===== src/rtl/cordic_pkg.sv =====
// Shared constants, types and helpers for the rotation-mode CORDIC datapath.
// The ATAN table is also used by the vectoring-mode angle detector.
package cordic_pkg;

    localparam int N_STAGES  = 6;
    localparam int XY_W      = 10;
    localparam int Z_W       = 16;
    localparam int OUT_W     = 4;
    localparam int ANGLE_W   = 16;
    localparam int PHASE_W   = 9;
    localparam int X0        = 34;
    localparam int OUT_CLAMP = 7;

    // Fold boundaries in degrees.
    localparam int DEG_90  = 90;
    localparam int DEG_180 = 180;
    localparam int DEG_270 = 270;
    localparam int DEG_360 = 360;

    localparam int ATAN_TABLE [N_STAGES] = '{45, 27, 14, 7, 3, 2};

    typedef logic signed [XY_W-1:0]  xy_t;
    typedef logic signed [Z_W-1:0]   z_t;
    typedef logic signed [OUT_W-1:0] out_t;

    // Round-half-up by 8 followed by a symmetric clamp to +/-OUT_CLAMP.
    function automatic out_t round_sat(input xy_t v);
        logic signed [XY_W:0] sum;
        logic signed [XY_W:0] quot;
        int                   q;
        sum  = {v[XY_W-1], v};
        sum  = sum + (XY_W+1)'(4);
        quot = sum >>> 3;
        q    = int'(quot);
        if (q > OUT_CLAMP) begin
            return out_t'(OUT_CLAMP);
        end else if (q < -OUT_CLAMP) begin
            return out_t'(-OUT_CLAMP);
        end
        return out_t'(q);
    endfunction

endpackage


===== src/rtl/cordic_rot_stage.sv =====
// One registered CORDIC micro-rotation; the direction is chosen from the sign
// of the residual angle z, with z = 0 treated as positive.
module cordic_rot_stage
    import cordic_pkg::*;
#(
    parameter int SHIFT    = 0,
    parameter int ATAN_DEG = 45
) (
    input  logic clock,
    input  logic reset,
    input  xy_t  x,
    input  xy_t  y,
    input  z_t   z,
    input  logic neg,
    input  logic valid,
    output xy_t  rot_x,
    output xy_t  rot_y,
    output z_t   rot_z,
    output logic rot_neg,
    output logic rot_valid
);

    xy_t  x_shift;
    xy_t  y_shift;
    z_t   atan_step;

    xy_t  x_reg;
    xy_t  y_reg;
    z_t   z_reg;
    logic neg_reg;
    logic valid_reg;

    assign x_shift   = x >>> SHIFT;
    assign y_shift   = y >>> SHIFT;
    assign atan_step = z_t'(ATAN_DEG);

    always_ff @(posedge clock) begin
        if (reset) begin
            x_reg     <= '0;
            y_reg     <= '0;
            z_reg     <= '0;
            neg_reg   <= 1'b0;
            valid_reg <= 1'b0;
        end else begin
            neg_reg   <= neg;
            valid_reg <= valid;
            if (!z[Z_W-1]) begin
                x_reg <= x - y_shift;
                y_reg <= y + x_shift;
                z_reg <= z - atan_step;
            end else begin
                x_reg <= x + y_shift;
                y_reg <= y - x_shift;
                z_reg <= z + atan_step;
            end
        end
    end

    assign rot_x     = x_reg;
    assign rot_y     = y_reg;
    assign rot_z     = z_reg;
    assign rot_neg   = neg_reg;
    assign rot_valid = valid_reg;

endmodule


===== src/rtl/cordic_rotator.sv =====
// Streaming rotation-mode CORDIC: integer-degree phase in, 4-bit I/Q out.
// Fold register, six micro-rotations, then a round/saturate output register.
module cordic_rotator
    import cordic_pkg::*;
(
    input  logic               clock,
    input  logic               reset,
    input  logic [ANGLE_W-1:0] i_angle,
    input  logic               i_valid,
    output out_t               o_I,
    output out_t               o_Q,
    output logic               o_valid
);

    logic [PHASE_W-1:0] a_raw;
    logic [PHASE_W-1:0] a_wrap;
    z_t                 a_ext;
    z_t                 z_fold;
    logic               neg_fold;
    logic               unused_angle_bits;

    xy_t  f_x_reg;
    xy_t  f_y_reg;
    z_t   f_z_reg;
    logic f_neg_reg;
    logic f_valid_reg;

    xy_t  x_stage     [0:N_STAGES];
    xy_t  y_stage     [0:N_STAGES];
    z_t   z_stage     [0:N_STAGES];
    logic neg_stage   [0:N_STAGES];
    logic valid_stage [0:N_STAGES];

    xy_t  x_final;
    xy_t  y_final;

    out_t i_reg;
    out_t q_reg;
    logic o_valid_reg;

    // Upper phase bits carry no information at 1-degree resolution.
    assign unused_angle_bits = &{1'b0, i_angle[ANGLE_W-1:PHASE_W]};

    // Fold the phase into [-90, +90] and remember whether a half-turn was removed.
    always_comb begin
        a_raw    = i_angle[PHASE_W-1:0];
        a_wrap   = a_raw;
        z_fold   = '0;
        neg_fold = 1'b0;
        if (a_raw >= PHASE_W'(DEG_360)) begin
            a_wrap = a_raw - PHASE_W'(DEG_360);
        end
        a_ext = z_t'({{(Z_W-PHASE_W){1'b0}}, a_wrap});
        if (a_wrap <= PHASE_W'(DEG_90)) begin
            z_fold = a_ext;
        end else if (a_wrap < PHASE_W'(DEG_270)) begin
            z_fold   = a_ext - z_t'(DEG_180);
            neg_fold = 1'b1;
        end else begin
            z_fold = a_ext - z_t'(DEG_360);
        end
    end

    always_ff @(posedge clock) begin
        if (reset) begin
            f_x_reg     <= '0;
            f_y_reg     <= '0;
            f_z_reg     <= '0;
            f_neg_reg   <= 1'b0;
            f_valid_reg <= 1'b0;
        end else begin
            f_x_reg     <= xy_t'(X0);
            f_y_reg     <= '0;
            f_z_reg     <= z_fold;
            f_neg_reg   <= neg_fold;
            f_valid_reg <= i_valid;
        end
    end

    assign x_stage[0]     = f_x_reg;
    assign y_stage[0]     = f_y_reg;
    assign z_stage[0]     = f_z_reg;
    assign neg_stage[0]   = f_neg_reg;
    assign valid_stage[0] = f_valid_reg;

    generate
        for (genvar gi = 0; gi < N_STAGES; gi++) begin : g_rot
            cordic_rot_stage #(
                .SHIFT    (gi),
                .ATAN_DEG (ATAN_TABLE[gi])
            ) u_stage (
                .clock     (clock),
                .reset     (reset),
                .x         (x_stage[gi]),
                .y         (y_stage[gi]),
                .z         (z_stage[gi]),
                .neg       (neg_stage[gi]),
                .valid     (valid_stage[gi]),
                .rot_x     (x_stage[gi+1]),
                .rot_y     (y_stage[gi+1]),
                .rot_z     (z_stage[gi+1]),
                .rot_neg   (neg_stage[gi+1]),
                .rot_valid (valid_stage[gi+1])
            );
        end
    endgenerate

    // Undo the half-turn fold by negating both components.
    always_comb begin
        x_final = x_stage[N_STAGES];
        y_final = y_stage[N_STAGES];
        if (neg_stage[N_STAGES]) begin
            x_final = -x_stage[N_STAGES];
            y_final = -y_stage[N_STAGES];
        end
    end

    // The residual angle of the last stage is not needed downstream.
    z_t unused_z_residual;
    assign unused_z_residual = z_stage[N_STAGES];

    always_ff @(posedge clock) begin
        if (reset) begin
            i_reg       <= '0;
            q_reg       <= '0;
            o_valid_reg <= 1'b0;
        end else begin
            o_valid_reg <= valid_stage[N_STAGES];
            if (valid_stage[N_STAGES]) begin
                i_reg <= round_sat(x_final);
                q_reg <= round_sat(y_final);
            end
        end
    end

    assign o_I     = i_reg;
    assign o_Q     = q_reg;
    assign o_valid = o_valid_reg;

endmodule


===== config.mk =====
export PLATFORM = sky130hd
export DESIGN_NAME = cordic_rotator
export DESIGN_NICKNAME = d
export VERILOG_FILES = /design/src/rtl/cordic_pkg.sv /design/src/rtl/cordic_rot_stage.sv /design/src/rtl/cordic_rotator.sv
export SDC_FILE = /design/constraint.sdc
export NUM_CORES = 1
export LEC_CHECK = 0
export CORE_ASPECT_RATIO = 0.7
export CORE_MARGIN = 1.5
export CORE_UTILIZATION = 40
export DETAILED_ROUTE_END_ITERATION = 10
export GPL_TIMING_DRIVEN = 0
export SLEW_MARGIN = 20
export SYNTH_ARGS = -nofsm -noshare
export SYNTH_HDL_FRONTEND = slang
export SYNTH_SLANG_ARGS = --single-unit
export TNS_END_PERCENT = 30

===== constraint.sdc =====
create_clock -name clock -period 5.4 [get_ports clock]
set_input_delay 1.08 -clock clock [delete_from_list [all_inputs] [get_ports clock]]
set_output_delay 1.08 -clock clock [all_outputs]
set_load 0.02 [all_outputs]

==> impl_results.md, run 1 <==
- Run status: completed
- Critical path data arrival time: 4.70 ns
- Worst EP required: 5.82 ns
- Final sum of negative setup slack: 0 ns
- Amount of wire on met2 after detailed routing: 12120 µm
- Placed cell areas: 14060 µm²
- Level count of the clock H-tree: 1
- Share of cells above drive strength 1: 0.04795
- Clock power frac: 0.144
- R2r startpoint: g_rot[1].u_stage.rot_z[15]
- Critical Path Slowest Stage Cell: sky130_fd_sc_hd__mux2i_4
- Commonest cells after routing, fill and taps aside: sky130_fd_sc_hd__dfxtp_1, sky130_fd_sc_hd__nor2_1, sky130_fd_sc_hd__ha_1
- Detailed-routed wire length on met3: approximately 1400 µm
- Leakage: 6.200 nW
- Post-Syn Instances: 1552
- Floorplan row count: 55
- Number of max-capacitance violations reported: 0
- Mapped Area: around 13000 µm²
- Final standard cell area without fillers: 14700 µm²
- Period utilisation layout: 0.7939
- Cell-by-cell trace of the critical path: clkdlybuf4s50_1 -> inv_1 -> ha_1 -> nor4b_4 -> o221ai_2 -> mux2i_4 -> inv_1 -> ha_1 -> nand3_1 -> nand3_1 -> o41ai_4 -> mux2_2 -> o21a_1 -> nor3_2
- Count of inserted antenna diode cells: 0
- Class of the most critical setup path: input port to flop
- Initial detailed-routing violation count: 736
- Post-synth cell types: 74
- Leftover overflow at the end of global routing: 0
- Floorplan Core Area: 32550 µm²
- First drt pass iteration count: 5
- Effective utilization at floorplan: 0.4096
- Wire length of the first global-routing pass: 50650 µm
- Vias in the first global route: 9899
- Cell count of the worst hold path: 1
- Number of buffers inserted for hold repair after clock tree synthesis: 0
- Estimated wirelength of the detail-placed design: 24050 µm
- Clock sink count: 201
- Reg2Reg Depth: 11
- Number of flip-flops in the largest register: 65
- Die width: roughly 220 µm
- Count of boundary I/O pins: 28
- WHS Endpoint: g_rot[3].u_stage.rot_neg
- Flip-flop and latch count after synthesis: 201
- Final core utilization: 0.4516
- Synthesis warning total: 0
- IR drop worst, VDD: 0.2456 mV
- Kind of capture point of the worst setup path: flop
- Total length of routed wires: 30930 µm
- Number of failing hold endpoints at the final stage: 0
- Total track usage: 0.1793
- Internal Pwr Total: 5.462 mW
- Share of synthesized registers carrying an async set or reset: 0
- Most common cell after layout, fill and taps aside: sky130_fd_sc_hd__dfxtp_1
- Die height: 155.7 µm
- Filler cell count: roughly 3200
- Startpoint of the tightest hold check path: g_rot[2].u_stage.rot_neg
- Largest stage delay on the critical path: 0.50 ns
- Total vias in the final route: approximately 11000
- Synthesis-to-finish area growth: 10.26%
- Fin worst setup slack: 1.113 ns
- Number of antenna violations at the first check in global routing: 0
- Clock tree from TritonCTS: done
- Pin count of the biggest net entering global routing: 16
- Fraction of the yosys area taken by sequential cells: 0.3018
- Dominant synthesized flop cell: sky130_fd_sc_hd__dfxtp_1
- Number of pins with negative max-slew slack in the final report: 0
- Post-DRT Antenna Nets: 0
- Sequential share of power: 0.241
- Flop-to-flop setup slack: ~1.6 ns
- Post-cts gate resize count: 0
- Worst-Margin Slew: between 1 and 1.5 ns
- Net count, final: between 1500 and 2000
- Highest metal layer with signal wires: met4
- M1 WL: 16850 µm
- WL/cell: 15.21 µm
- CTS clock-pin slew for the worst setup and hold paths: ~0.060 ns
- Root buf cell: sky130_fd_sc_hd__clkbuf_16
- Total instance count after detailed placement: 1998
- Pre-CTS worst setup slack: 0.6706 ns
- Total CTS buffers: 21
- Reg-to-reg endpoint: g_rot[2].u_stage.rot_x[9]
- Power per cell area: 656.2 nW/µm²
- Share of power burned in combinational logic: 0.615
- Syn Area/Cell: approximately 8.6 µm²
- Number of nets produced by synthesis: between 1500 and 2000
- Setup repair bufs after CTS: 0
- EDFF count, synth: 0
- Via density: 5.261
- Max transition margin: 0.2755
- Finished Layout Cells: 2033
- Die area: approximately 34000 µm²
- RSZ-0062 raised after global routing: no
- Number of buffers between clock root and the deepest sink: 3
- Number of remaining DRC errors: 0
- Setup violators final: 0
- Maximum frequency from static timing analysis: 0.2333 GHz
- Net switching power figure: 4.184 mW
- CP max FO: 10
- Time the worst path needs with I/O delays and setup: 4.287 ns
- Final Power: 9.645 mW
- GP Congestion: around 0.86
- Count of input and output buffers: 19
- Launching instance or port of the critical path: i_angle[4]
- Startpoint type of the worst setup path: input port
- Switching power as a share of total power: 0.4338
- Clock skew after layout: 0.01700 ns
- Worst min-delay path class: flop to flop
- Clk_lat worst skew: a little over 0.5 ns
- Worst hold margin: 0.4414 ns
[critical path, delay by kind of cell]
kind / cells / cell delay [ns]
simple gates: 4 / 0.62
fa+ha+maj: 2 / 0.44
compound gates: 3 / 0.91
buf+inv: 3 / 0.76
mux: 2 / 0.90
[logic make-up after synthesis]
family	after synthesis	share of synthesized area
AND/OR/NAND/NOR	471	0.1718
adder cells (fa/ha/maj)	181	0.1766
XOR/XNOR	155	0.1018
flip-flops	201	0.3018
AO/OA/AOI/OAI	379	0.1877
multiplexers	23	0.01924
buffers and inverters	142	0.04092
[Yosys cell counts (11+ instances only)]
cell type / instances / share of area
sky130_fd_sc_hd__o21ai_0: 68 / 0.026
sky130_fd_sc_hd__nand3_1: 12 / 0.0045
sky130_fd_sc_hd__and2_1: 15 / 0.0070
sky130_fd_sc_hd__nand2_1: 61 / 0.017
sky130_fd_sc_hd__xor2_1: 62 / 0.041
sky130_fd_sc_hd__nor2_1: 188 / 0.053
sky130_fd_sc_hd__clkbuf_1: 43 / 0.012
sky130_fd_sc_hd__dfxtp_1: 201 / 0.30
sky130_fd_sc_hd__ha_1: 169 / 0.16
sky130_fd_sc_hd__or2_2: 13 / 0.0061
sky130_fd_sc_hd__nor2b_1: 52 / 0.024
sky130_fd_sc_hd__mux2i_1: 11 / 0.0083
sky130_fd_sc_hd__o211ai_1: 14 / 0.0079
sky130_fd_sc_hd__a31oi_1: 28 / 0.013
sky130_fd_sc_hd__xnor2_1: 93 / 0.061
sky130_fd_sc_hd__a21oi_1: 115 / 0.043
sky130_fd_sc_hd__a211oi_1: 20 / 0.011
sky130_fd_sc_hd__inv_1: 85 / 0.024
sky130_fd_sc_hd__o21bai_1: 16 / 0.0090
sky130_fd_sc_hd__a211o_1: 15 / 0.0099
sky130_fd_sc_hd__fa_1: 12 / 0.018
sky130_fd_sc_hd__a21o_1: 26 / 0.015
sky130_fd_sc_hd__nand2b_1: 15 / 0.0070
sky130_fd_sc_hd__o31ai_1: 11 / 0.0062
sky130_fd_sc_hd__nor3_1: 64 / 0.024
[metal layers]
layer | track usage | vias up
met5 | 0 | -
met4 | 0.03777 | 0
met3 | 0.02976 | 31
met2 | 0.2612 | 202
met1 | 0.2732 | 4913
li1 | - | 5550
[cell type report]
| cell class | count | area (µm²) | share of cell area |
|---|---|---|---|
| multi-input cells | 1209 | 8762 | 0.5961 |
| repair buffers | 19 | 190.2 | 0.01294 |
| clock buffers | 30 | 589.3 | 0.04009 |
| clock inverters | 5 | 53.80 | 0.003660 |
| flip-flops and latches | 201 | 4024 | 0.2737 |
| well taps | 427 | 534.3 | 0.03635 |
| inverters | 86 | 322.8 | 0.02196 |
| plain buffers | 56 | 222.7 | 0.01515 |
[worst max path at each step]
stage / end / slack (ns) / depth (start not counted)
finish: f_z_reg[5] / 1.11 / 14
global route: f_z_reg[5] / 0.85 / 14
CTS: f_z_reg[5] / 1.19 / 14
detailed placement: f_z_reg[5] / 0.67 / 14
global placement: f_z_reg[5] / 0.67 / 14
floorplan: f_z_reg[6] / 1.57 / 13
[power groups by stage]
stage               Sequential [mW]  Combinational (mW)  Clock [mW]
global route                   2.37                6.75        1.49
floorplan                      2.21                4.89           0
global placement               2.35                5.80           0
detailed placement             2.35                5.88           0
finish                         2.32                5.93        1.39
CTS                            2.32                5.95        1.42
(Power assumes the default switching activity.)
==> run 2, diff against run 1 <==
clock period = 3.91 ns   (was 5.4 ns; I/O delays follow)
==> impl_results.md, run 2 (synthesis results as in run 1) <==
- Number of flip-flops in the largest register: 65
- Number of buffers between clock root and the deepest sink: 3
- Clock sink count: 201
- Placed cell areas: around 14000 µm²
- Final standard cell area without fillers: between 10000 and 15000 µm²
- Worst-Margin Slew: 1.069 ns
- Synthesis-to-finish area growth: 10.75%
- CP max FO: 5
- Startpoint of the tightest hold check path: g_rot[2].u_stage.rot_neg
- Period utilisation layout: 0.9470
- Floorplan row count: 55
- Via density: about 5.3
- Final core utilization: 0.4536
- Effective utilization at floorplan: 0.4096
- Root buf cell: sky130_fd_sc_hd__clkbuf_16
- RSZ-0062 raised after global routing: no
- Initial detailed-routing violation count: 746
- WHS Endpoint: g_rot[3].u_stage.rot_neg
- Number of pins with negative max-slew slack in the final report: 0
- Share of cells above drive strength 1: 0.05280
- Cell count of the worst hold path: 1
- Wire length of the first global-routing pass: 50700 µm
- Number of buffers inserted for hold repair after clock tree synthesis: 0
- Share of power burned in combinational logic: 0.615
- Count of boundary I/O pins: 28
- Kind of capture point of the worst setup path: flop
- Power per cell area: about 900 nW/µm²
- Switching power as a share of total power: 0.4336
- Class of the most critical setup path: input port to flop
- Total track usage: 0.1796
- Die height: 155.7 µm
- Time the worst path needs with I/O delays and setup: 3.703 ns
- Max transition margin: 0.2872
- IR drop worst, VDD: 0.3393 mV
- Total length of routed wires: 30980 µm
- Die width: about 220 µm
- Flop-to-flop setup slack: 0.37 ns
- Fin worst setup slack: 0.2073 ns
- Estimated wirelength of the detail-placed design: 24050 µm
- Clock skew after layout: about 0.016 ns
- Count of input and output buffers: 19
- Run status: completed
- Worst hold margin: between 0.4 and 0.5 ns
- Floorplan Core Area: 32550 µm²
- Number of remaining DRC errors: 0
- Finished Layout Cells: slightly above 2000
- Reg-to-reg endpoint: g_rot[2].u_stage.rot_x[9]
- Setup violators final: 0
- Clk_lat worst skew: just over 0.5 ns
- Pin count of the biggest net entering global routing: 16
- Clock power frac: 0.144
- Number of failing hold endpoints at the final stage: 0
- Startpoint type of the worst setup path: input port
- Number of antenna violations at the first check in global routing: 0
- Worst EP required: 4.30 ns
- WL/cell: 15.21 µm
- Total CTS buffers: 21
- Pre-CTS worst setup slack: -0.5214 ns
- Total vias in the final route: 10720
- Die area: around 34000 µm²
- Count of inserted antenna diode cells: 0
- Critical Path Slowest Stage Cell: sky130_fd_sc_hd__o41a_1
- Reg2Reg Depth: 11
- Largest stage delay on the critical path: around 0.5 ns
- Critical path data arrival time: just over 4 ns
- Post-DRT Antenna Nets: 0
- First drt pass iteration count: 5
- Sequential share of power: 0.241
- Internal Pwr Total: 7.553 mW
- Leftover overflow at the end of global routing: 0
- Total instance count after detailed placement: ~2000
- R2r startpoint: g_rot[1].u_stage.rot_z[15]
- CTS clock-pin slew for the worst setup and hold paths: approximately 0.06 ns
- Commonest cells after routing, fill and taps aside: sky130_fd_sc_hd__dfxtp_1, sky130_fd_sc_hd__nor2_1, sky130_fd_sc_hd__ha_1
- Worst min-delay path class: flop to flop
- Most common cell after layout, fill and taps aside: sky130_fd_sc_hd__dfxtp_1
- GP Congestion: 0.8557
- Maximum frequency from static timing analysis: 0.2701 GHz
- Net switching power figure: 5.783 mW
- Number of max-capacitance violations reported: 0
- Level count of the clock H-tree: 1
- Leakage: 6.235 nW
- Cell-by-cell trace of the critical path: clkdlybuf4s50_1 -> inv_1 -> ha_1 -> nor4b_4 -> o221ai_4 -> mux2i_4 -> inv_1 -> ha_1 -> nand3_1 -> nand3_2 -> o41a_1 -> o31ai_1 -> mux2_1
- Vias in the first global route: 9907
- Net count, final: roughly 1800
- Clock tree from TritonCTS: done
## run 2: how the worst max path moves through the flow
stage | startpoint | to | slack [ns] | cells past startpoint
after floorplan | i_angle[4] | f_z_reg[6] | 0.37 | 13
after global placement | i_angle[4] | f_z_reg[5] | -0.52 | 14
after detailed placement | i_angle[4] | f_z_reg[5] | -0.52 | 14
after CTS | i_angle[4] | f_z_reg[7] | 0.11 | 14
after global routing | i_angle[4] | f_z_reg[7] | 0.03 | 14
final | i_angle[4] | f_z_reg[6] | 0.21 | 13
## run 2: final cells by class
type,instances,area (µm²)
clock buffers,30,589.3
clock inverters,5,53.80
fillers,3163,17790
flip-flops and latches,201,4024
inverters,86,322.8
well taps,427,534.3
plain buffers,56,222.7
multi-input cells,1209,8797
repair buffers,23,220.2
## run 2: repair_timing
item	in CTS	in global routing
resized for setup	0	6
pin swaps	0	2
hold endpoints to repair	0	0
setup buffers	1	3
setup endpoints to repair	1	5
## run 2: routing by layer
metal / track usage / vias to the layer above / share of wire / wire [µm]
met5: 0 / - / 0 / 0
met2: 0.2614 / 188 / 0.39 / 12190
met1: 0.2733 / 4938 / 0.54 / 16780
met3: 0.03051 / 31 / 0.048 / 1489
met4: 0.03777 / 0 / 0.017 / 522
li1: - / 5558 / - / -
## run 2: per-stage QoR
stage | setup TNS, ns | total power [mW]
6_report | 0 | 13.34
5_1_grt | 0 | 14.66
4_1_cts | 0 | 13.39
3_5_place_dp | -2.615 | 11.36
3_3_place_gp | -2.439 | 11.25
2_1_floorplan | 0 | 9.804
## run 2: worst max-delay path: cells and delay by family
family	cells	cell delay (ns)
compound gates	3	0.98
fa+ha+maj	2	0.40
buf+inv	3	0.71
mux	2	0.64
simple gates	3	0.56
## run 2: power by group through the flow
| stage | registers [mW] | logic [mW] | clock network [mW] |
|---|---|---|---|
| 2_1_floorplan | 3.05 | 6.75 | 0 |
| 3_5_place_dp | 3.24 | 8.12 | 0 |
| 3_3_place_gp | 3.24 | 8.01 | 0 |
| 4_1_cts | 3.20 | 8.22 | 1.97 |
| 6_report | 3.21 | 8.21 | 1.92 |
| 5_1_grt | 3.27 | 9.33 | 2.05 |
==> run 3, diff against run 2 <==
SKIP_LAST_GASP = 1   (was default)
==> impl_results.md, run 3 (synthesis results as in run 1) <==
- Fin worst setup slack: about 0.17 ns
- Setup violators final: 0
- Estimated wirelength of the detail-placed design: 24050 µm
- Kind of capture point of the worst setup path: flop
- Total vias in the final route: approximately 11000
- Number of flip-flops in the largest register: between 60 and 70
- Number of antenna violations at the first check in global routing: 0
- Filler cell count: roughly 3200
- Clock sink count: 201
- IR drop worst, VDD: 0.3394 mV
- Level count of the clock H-tree: 1
- CTS clock-pin slew for the worst setup and hold paths: 0.06 ns
- Number of buffers between clock root and the deepest sink: 3
- Leftover overflow at the end of global routing: 0
- Number of pins with negative max-slew slack in the final report: 0
- Total length of routed wires: 30980 µm
- Startpoint type of the worst setup path: input port
- Die area: between 30000 and 40000 µm²
- Count of boundary I/O pins: 28
- Period utilisation layout: 0.9576
- Vias in the first global route: 9907
- Die width: 221.2 µm
- Clock skew after layout: 0.01582 ns
- Total CTS buffers: 21
- WL/cell: 15.21 µm
- CP max FO: 5
- RSZ-0062 raised after global routing: yes
- Run status: completed
- First drt pass iteration count: 5
- Worst-Margin Slew: 1.069 ns
- Commonest cells after routing, fill and taps aside: sky130_fd_sc_hd__dfxtp_1, sky130_fd_sc_hd__nor2_1, sky130_fd_sc_hd__ha_1
- Wire length of the first global-routing pass: 50700 µm
- Count of inserted antenna diode cells: 0
- Maximum frequency from static timing analysis: 0.2671 GHz
- Worst EP required: approximately 4.3 ns
- Leakage: 6.231 nW
- Clk_lat worst skew: 0.51 ns
- Max transition margin: 0.2871
- GP Congestion: 0.8557
- Number of remaining DRC errors: 0
- Pin count of the biggest net entering global routing: 16
- Post-DRT Antenna Nets: 0
- Clock tree from TritonCTS: done
- Initial detailed-routing violation count: 783
- Class of the most critical setup path: input port to flop
- Floorplan Core Area: 32550 µm²
- Pre-CTS worst setup slack: -0.5214 ns
- Critical path data arrival time: 4.14 ns
- Number of buffers inserted for hold repair after clock tree synthesis: 0
- Number of failing hold endpoints at the final stage: 0
- Worst hold margin: approximately 0.44 ns
- Root buf cell: sky130_fd_sc_hd__clkbuf_16
- Number of max-capacitance violations reported: 0
- Power per cell area: between 900 and 1000 nW/µm²
- Floorplan row count: 55
- Total track usage: 0.1796
- Count of input and output buffers: 19
- Share of cells above drive strength 1: 0.05217
- Net count, final: around 1800
- Effective utilization at floorplan: 0.4096
- Via density: 5.248
- Most common cell after layout, fill and taps aside: sky130_fd_sc_hd__dfxtp_1
- Synthesis-to-finish area growth: 10.71%
- Final Power: between 10 and 15 mW
- Final sum of negative setup slack: 0 ns
- Die height: 155.7 µm
- Worst min-delay path class: flop to flop
- Time the worst path needs with I/O delays and setup: around 3.7 ns
## run 3: cell type report
class	count	area, µm²	area share
inverter	86	322.8	0.02187
sequential	201	4024	0.2726
clock buffer	30	589.3	0.03993
multi-input combinational	1209	8792	0.5957
timing repair buffer	23	220.2	0.01492
buffer	56	222.7	0.01509
tap	427	534.3	0.03620
clock inverter	5	53.80	0.003645
## run 3: metal layers
layer,vias up,global-route usage,wire [µm]
met5,-,0,0
met4,0,0.03777,524
met3,31,0.03051,1471
met2,178,0.2614,12190
met1,4921,0.2733,16800
li1,5560,-,-
## run 3: timing repair
item | CTS | global route
endpoints found under the hold margin | 0 | 0
gates resized for setup | 0 | 5
gates cloned | 0 | 0
pin swaps | 0 | 2
setup buffers | 1 | 3
endpoints found under the setup margin | 1 | 5
## run 3: path summary, 6_finish.rpt
path	start	to	slack, ns	depth (start not counted)
max reg2reg	g_rot[1].u_stage.rot_z[15]	g_rot[2].u_stage.rot_x[9]	0.37	11
min	g_rot[2].u_stage.rot_neg	g_rot[3].u_stage.rot_neg	0.44	1
max	i_angle[4]	f_z_reg[6]	0.17	13
min reg2reg	g_rot[2].u_stage.rot_neg	g_rot[3].u_stage.rot_neg	0.44	1
## run 3: critical path: stages
cell and delay [ns]:
sky130_fd_sc_hd__clkdlybuf4s50_1 0.42, sky130_fd_sc_hd__inv_1 0.17, sky130_fd_sc_hd__ha_1 0.19, sky130_fd_sc_hd__nor4b_4 0.33, sky130_fd_sc_hd__o221ai_4 0.20, sky130_fd_sc_hd__mux2i_4 0.25
sky130_fd_sc_hd__inv_1 0.12, sky130_fd_sc_hd__ha_1 0.21, sky130_fd_sc_hd__nand3_1 0.08, sky130_fd_sc_hd__nand3_1 0.19, sky130_fd_sc_hd__o41a_1 0.52, sky130_fd_sc_hd__o31ai_1 0.27
sky130_fd_sc_hd__mux2_1 0.39
## run 3: power by group
| part | switching, mW | internal, mW | total [mW] |
|---|---|---|---|
| Clock | 0.811 | 1.11 | 1.92 |
| Sequential | 0.507 | 2.70 | 3.21 |
| Combinational | 4.47 | 3.74 | 8.21 |
## run 3: stage by stage
stage,instances,utilization,area (µm²)
after global placement,1998,0.4318,14060
final,2037,0.4534,14760
after global routing,2037,0.4534,14760
after CTS,2034,0.4518,14710
after floorplan,1552,-,13330
after detailed placement,1998,0.4318,14060
